===== config.mk =====
export PLATFORM = sky130hd
export DESIGN_NAME = imem_load_ctrl
export DESIGN_NICKNAME = d
export VERILOG_FILES = /design/src/rtl/imem_load_ctrl.sv
export SDC_FILE = /design/constraint.sdc
export NUM_CORES = 1
export LEC_CHECK = 0
export CORE_ASPECT_RATIO = 0.8
export CORE_MARGIN = 2
export CORE_UTILIZATION = 43
export DETAILED_ROUTE_END_ITERATION = 16
export GPL_TIMING_DRIVEN = 0
export PLACE_DENSITY_LB_ADDON = 0.2
export REMOVE_ABC_BUFFERS = 1
export SYNTH_ARGS = -nofsm -noshare
export SYNTH_HDL_FRONTEND = slang
export SYNTH_SLANG_ARGS = --single-unit

===== constraint.sdc =====
create_clock -name tck_i -period 4.05 [get_ports tck_i]
set_input_delay 0.6075 -clock tck_i [delete_from_list [all_inputs] [get_ports tck_i]]
set_output_delay 0.6075 -clock tck_i [all_outputs]
set_load 0.03 [all_outputs]

===== src/rtl/imem_load_ctrl.sv =====
// JTAG-side instruction-memory loader.
// Decodes commands from the I-Mem scan chain, halts the core, and performs
// single-word writes/reads on the I-Mem once the core acknowledges the halt.
// Update protocol: a command is accepted only when upd_i=1 while the FSM is
// idle (busy=0); upd_i while busy is dropped and flagged in err. There is no
// back-pressure beyond busy, which the host polls through scan_o[0].
module imem_load_ctrl #(
  parameter int AW = 10,
  parameter int DW = 32,
  parameter int SW = AW + DW + 3
) (
  input  logic          tck_i,
  input  logic          tap_rst_s,
  input  logic          upd_i,
  input  logic [SW-1:0] scan_i,
  output logic [SW-1:0] scan_o,
  input  logic          hold_ack_i,
  input  logic [DW-1:0] imem_rdata_i,
  output logic [AW-1:0] imem_addr_o,
  output logic [DW-1:0] imem_data_o,
  output logic          imem_we_o,
  output logic          mux_sel_o,
  output logic          cpu_hold_o,
  output logic [2:0]    dbg_state,
  output logic [15:0]   wr_count
);

  localparam logic [1:0] CMD_NOP  = 2'b00;
  localparam logic [1:0] CMD_WR   = 2'b01;
  localparam logic [1:0] CMD_WRPT = 2'b10;
  localparam logic [1:0] CMD_RD   = 2'b11;

  typedef enum logic [2:0] {
    IDLE    = 3'd0,
    EXEC    = 3'd1,
    WRITE   = 3'd2,
    RD_WAIT = 3'd3,
    RD_CAP  = 3'd4
  } state_t;

  state_t        state_q, state_d;
  logic [1:0]    cmd_q;
  logic [AW-1:0] pointer;
  logic [DW-1:0] rdata_q;
  logic          err;
  logic          err_set;
  logic          ack_meta;
  logic          ack_s;
  logic          busy;
  logic          accept;
  logic          go;

  logic [AW-1:0] scan_addr;
  logic [DW-1:0] scan_data;
  logic          scan_hold;
  logic [1:0]    scan_cmd;

  assign scan_addr = scan_i[SW-1:DW+3];
  assign scan_data = scan_i[DW+2:3];
  assign scan_hold = scan_i[2];
  assign scan_cmd  = scan_i[1:0];

  assign busy   = (state_q != IDLE);
  assign accept = upd_i && !busy;
  // An access may proceed only while the core is held, acknowledged and the
  // address mux already points at the JTAG side.
  assign go     = mux_sel_o && ack_s && cpu_hold_o;

  // Write strobe comes straight from the state register, so an async reset
  // drops it immediately; it is also gated so it can never assert while the
  // mux is on the CPU side or after the acknowledge has fallen.
  assign imem_we_o = (state_q == WRITE) && mux_sel_o && ack_s;

  assign scan_o    = {pointer, rdata_q, err, ack_s, busy};
  assign dbg_state = state_q;

  // Next-state decode and error detection.
  always_comb begin
    state_d = state_q;
    err_set = 1'b0;
    case (state_q)
      IDLE: begin
        if (upd_i) state_d = EXEC;
      end
      EXEC: begin
        if (cmd_q == CMD_NOP) begin
          state_d = IDLE;
        end else if (!go) begin
          state_d = IDLE;
          err_set = 1'b1;
        end else if (cmd_q == CMD_RD) begin
          state_d = RD_WAIT;
        end else begin
          state_d = WRITE;
        end
      end
      WRITE: begin
        state_d = IDLE;
        if (!ack_s || !mux_sel_o) err_set = 1'b1;
      end
      RD_WAIT: begin
        if (!ack_s) begin
          state_d = IDLE;
          err_set = 1'b1;
        end else begin
          state_d = RD_CAP;
        end
      end
      RD_CAP: begin
        state_d = IDLE;
      end
      default: begin
        state_d = IDLE;
      end
    endcase
    if (upd_i && busy) err_set = 1'b1;
  end

  // FSM state register.
  always_ff @(posedge tck_i or posedge tap_rst_s) begin
    if (tap_rst_s) state_q <= IDLE;
    else           state_q <= state_d;
  end

  // Command latch, hold request and memory address/data, loaded on accept.
  always_ff @(posedge tck_i or posedge tap_rst_s) begin
    if (tap_rst_s) begin
      cmd_q       <= CMD_NOP;
      cpu_hold_o  <= 1'b0;
      imem_addr_o <= '0;
      imem_data_o <= '0;
    end else if (accept) begin
      cmd_q      <= scan_cmd;
      cpu_hold_o <= scan_hold;
      if (scan_cmd == CMD_WRPT) imem_addr_o <= pointer;
      else if (scan_cmd != CMD_NOP) imem_addr_o <= scan_addr;
      if (scan_cmd == CMD_WR || scan_cmd == CMD_WRPT) imem_data_o <= scan_data;
    end
  end

  // Pointer, write counter and read capture follow completed accesses.
  always_ff @(posedge tck_i or posedge tap_rst_s) begin
    if (tap_rst_s) begin
      pointer  <= '0;
      wr_count <= '0;
      rdata_q  <= '0;
    end else begin
      if (imem_we_o) begin
        pointer  <= imem_addr_o + 1'b1;
        wr_count <= wr_count + 16'd1;
      end
      if (state_q == RD_CAP) rdata_q <= imem_rdata_i;
    end
  end

  // Sticky error: cleared by a hold=1/NOP update, set by any rejected access.
  always_ff @(posedge tck_i or posedge tap_rst_s) begin
    if (tap_rst_s) err <= 1'b0;
    else if (accept && scan_hold && scan_cmd == CMD_NOP) err <= 1'b0;
    else if (err_set) err <= 1'b1;
  end

  // Halt-acknowledge synchronizer and registered address-mux select.
  always_ff @(posedge tck_i or posedge tap_rst_s) begin
    if (tap_rst_s) begin
      ack_meta  <= 1'b0;
      ack_s     <= 1'b0;
      mux_sel_o <= 1'b0;
    end else begin
      ack_meta  <= hold_ack_i;
      ack_s     <= ack_meta;
      mux_sel_o <= cpu_hold_o && ack_s;
    end
  end

endmodule


After elaboration in Yosys (flattened, before gate mapping):

Cells that the tools add are included.

* logic and storage cells: 61
* input bits: 81
* bits in registers: 110

* multiplexer cells: 16
* eq/ne operators: 8
* reduce and logical (&&, ||, !) cells: 23
* add/sub/neg operators: 2

Operator list (count)
* 2-to-1 mux 10 bit: 2
* adder 16 x 1 -> 16 bit, second input constant: 1
* adder 10 x 1 -> 10 bit, second input constant: 1
* logical AND 1 bit: 9
* one-hot mux 3 bit (3 select lines): 1
* 2-to-1 mux 1 bit: 8
* == test 3 x 2 -> 1 bit, second input constant: 2
* 2-to-1 mux 3 bit: 2
* nonzero test 2 bit: 3
* == test 2 bit, second input constant: 2
* zero test 2 bit: 2
* 2-to-1 mux 2 bit: 2
* AND reduction 2 bit: 2
* == test 3 x 1 -> 1 bit, second input constant: 1
* == test 3 bit, second input constant: 1
* zero test 1 bit: 3
* zero test 3 bit: 1
* one-hot mux 1 bit (3 select lines): 1
* nonzero test 3 bit: 1
* == test 2 x 1 -> 1 bit, second input constant: 1
* logical OR 1 bit: 2
* != test 2 bit, second input constant: 1

Longest topological paths before layout:

* depth in word-level cells: 8
* gate-level depth with buffers: 6
* gate-level depth less buffers: 5

Least setup slack after synthesis:

No wires, ideal clock.

* path type: reg-to-output
* from: register state_q[1] (netlist: dbg_state[1])
* to: output imem_we_o
* path slack: 1.683 ns
* required time: 3.442 ns
* cell stages (with the launch flop): 5
* data arrival time: 1.760 ns
* path through: dfrtp_1 buf_2 nand3_1 nor3_2 clkbuf_1

* longest elaborated chain between the ends: 3

RTL lines
* start: declaration: line 41 `state_t state_q, state_d;`
* start signal: assignment: line 122 `else state_q <= state_d;`
* == test 3 x 2 -> 1 bit: line 72 `assign imem_we_o = (state_q == WRITE) && mux_sel_o && ack_s;`
* logical AND 1 bit (2 in a row): line 72
* end: declaration: line 21 `output logic imem_we_o,`

No other way between the ends.

Worst setup path after layout:

Ends and elaborated chain as after synthesis.

==> flow_summary.ini <==
[floorplan]
die_area_um2 = 11500
die_h_um = 96.32
fp-row-count = 33
die_x_um = 119.4
initial_core_util_pct = 44.38
core_area_um2 = 10320
ioPinCount = 190

[sta]
final.setup.tns_ns = 0
worstMarginPinSlew_ns = 1.302
fmax_mhz = 315.8
post-route-period-util_pct = 78.18
rsz0062_at_grt = false
setup_violations = 0
fin_skew_ns = 0.003938
final_hold_viol_count = 0
fin_crit_ns = 3.166
slew_headroom_pct = 12.96
drv_slew = 0

[route]
drt-initial-drc-count = 100
dr.pass1.iters = 4
drtAntennaViolNets = 0
routed_wl_mm = 10.51
wire_per_inst_um = 15.65
vias = 3286
viasPerCell = 4.890
route.detailed.drc = 0

[global_routing]
grt_pass1_vias = 3260
grt_pass1_wl_mm = 16.44
track_usage_pct = 18.50
overflow = 0
antenna_found_initial = 0
grt_max_degree = 60

[worst_setup_path]
worstSetupEndpointType = output port
crit_path_cell_trace = nand3_1 > nor3_4 > buf_16 > clkdlybuf4s50_1
critPathLaunch = dbg_state[1]
critPathKind = register to output port
worstPathMaxFanout = 20
required_ns = 3.44
worstSetupStartpointType = register
crit_path_top_delay_cell = clkdlybuf4s50_1
cp.arrival_ns = 2.56
critical_path.max_stage_delay_ns = 0.68
rr_startpoint = dbg_state[0]

[power_and_ir_drop]
sw_frac_of_total_pct = 30.44
p_switching_uw = 948.6
pwr-share-seq_pct = 43.1
leakage_uw = 0.003017
p_comb_share_pct = 28.8
p_int_uw = 2168
power_uw = 3116
peakVddDrop_v = 0.0002619
power_density_nw_per_um2 = 448.6
p_clk_share_pct = 28.1

[cells_and_area]
drive_gt1_share_pct = 17.11
diodes = 0
area_delta_synth_final_pct = 51.65
nets = 613

[yosys]
synth_flop_cell = dfrtp_1
synth-seq-cells = 110
synth-edff-count = 0
synth.most_common_cell = dfrtp_1
syn-mean-instance-area_um2 = 13.39
ys_seq_area_share_pct = 60.09
yosysTopAreaCellShare_pct = 60.09
yosysTopAreaCell = dfrtp_1
synth_area_leaders = dfrtp_1 60%, mux2_2 16%, xnor2_1 2.5%
async_reset_ff_share_pct = 100.0
synth_area_um2 = 4581
synthesis.instances = 342
ys_warn_count = 0
synthTopCellsByCount = 110 x dfrtp_1, 67 x mux2_2, 16 x nand2_1
synth.distinct_cells = 36

[clock_tree]
cts_hold_buf = 0
cts_root_buf = clkbuf_16
cts_tree = yes
clk_latency_ns = 0.34
clk_pin_slew_ns = 0.07
post_cts_resized = 0
clock_path_buffers = 2
htreeDepth = 3
clock_sinks = 110
cts_buffers = 9
cts_setup_buffers = 0

[min_path]
hold_class = register to register
min_from = ack_meta

[job]
drv_cap = 0

[placement]
gp_congestion = 0.7436
io_buffers = 189
place_hpwl_mm = 7.697

[outcome]
outcome = complete, no violations
[final timing paths]
kind                              endpoint  depth (start not counted)  slack [ns]
setup / recovery                 imem_we_o                          4        0.88
hold / removal                       ack_s                          0        0.35
setup reg to reg           imem_data_o[24]                          3        1.35
hold reg to reg                      ack_s                          0        0.35
max in group asynchronous  imem_data_o[19]                          3        2.60
min in group asynchronous      rdata_q[24]                          2        0.72
[power groups by stage]
stage / Sequential (uW) / Clock (uW) / Combinational (uW)
after CTS: 1340 / 909 / 906
after floorplan: 1640 / 0 / 193
after global routing: 1370 / 958 / 944
after detailed placement: 1360 / 0 / 903
final: 1340 / 877 / 896
after global placement: 1350 / 0 / 890
[per-stage QoR]
| stage | util [%] | setup WS (ns) | hold WS (ns) | instances | cell area (um^2) |
|---|---|---|---|---|---|
| 6_report | 67.30 | 0.8836 | 0.3543 | 672 | 6947 |
| 5_1_grt | 67.30 | 0.7485 | 0.3845 | 672 | 6947 |
| 4_1_cts | 67.30 | 0.8815 | 0.3546 | 672 | 6947 |
| 3_5_place_dp | 64.39 | 0.8759 | 0.3386 | 656 | 6646 |
| 3_3_place_gp | 63.44 | -1.052 | 0.3376 | 653 | 6549 |
| 2_1_floorplan | - | 0.5402 | 0.3312 | 324 | 4482 |
[critical path: cells and delay by family, from the launching register on]
family | cells | cell delay [ns]
buffers and inverters | 2 | 0.90
AND/OR/NAND/NOR | 2 | 0.69
flip-flops | 1 | 0.63
[logic make-up after synthesis]
kind of cell,count (synthesis),share of synthesized area (%)
AO/OA/AOI/OAI,24,2.868
AND/OR/NAND/NOR,71,8.686
XOR/XNOR,23,4.398
multiplexers,81,19.61
adder cells (fa/ha/maj),5,1.366
buffers and inverters,28,2.977
flip-flops,110,60.09
[per-layer routing]
layer / global-route usage, % / up-vias / wire, um
met5: 0 / - / 0
met4: 5.000 / 0 / 110
met3: 8.412 / 9 / 1026
met2: 29.07 / 126 / 4900
met1: 23.43 / 1588 / 4477
li1: - / 1563 / -
[state kept, by name (all words and copies together) (netlist names)]
register     count
err              1
dbg_state        3
cmd_q            2
rdata_q         32
imem_addr_o     10
ack_meta         1
mux_sel_o        1
pointer         10
imem_data_o     32
wr_count        16
cpu_hold_o       1
ack_s            1
[area by class of cell]
type / count / area, um^2
Clock buffer: 10 / 239.0
Fill cell: 798 / 3376
Tap cell: 140 / 175.2
Inverter: 10 / 40.04
Multi-Input combinational cell: 204 / 1704
Sequential cell: 110 / 2753
Clock inverter: 6 / 61.31
Timing Repair Buffer: 192 / 1974
[cells in the final DEF, fill, tap and decap left out, types with 3 or more instances in the layout]
master           count
mux2_2              67
clkbuf_16            9
a21oi_1              8
nand4_1              9
clkdlybuf4s50_1    189
dfrtp_1            110
mux2_1               3
mux2i_1             11
o21ai_0             11
xor2_1              10
inv_1                9
nand2_1             16
clkinv_2             3
nor2_1              15
buf_16               3
xnor2_1             13
nor3_1               6
nand3_1              8
ha_1                 5
Note: power is estimated with default switching activity, not from simulation.
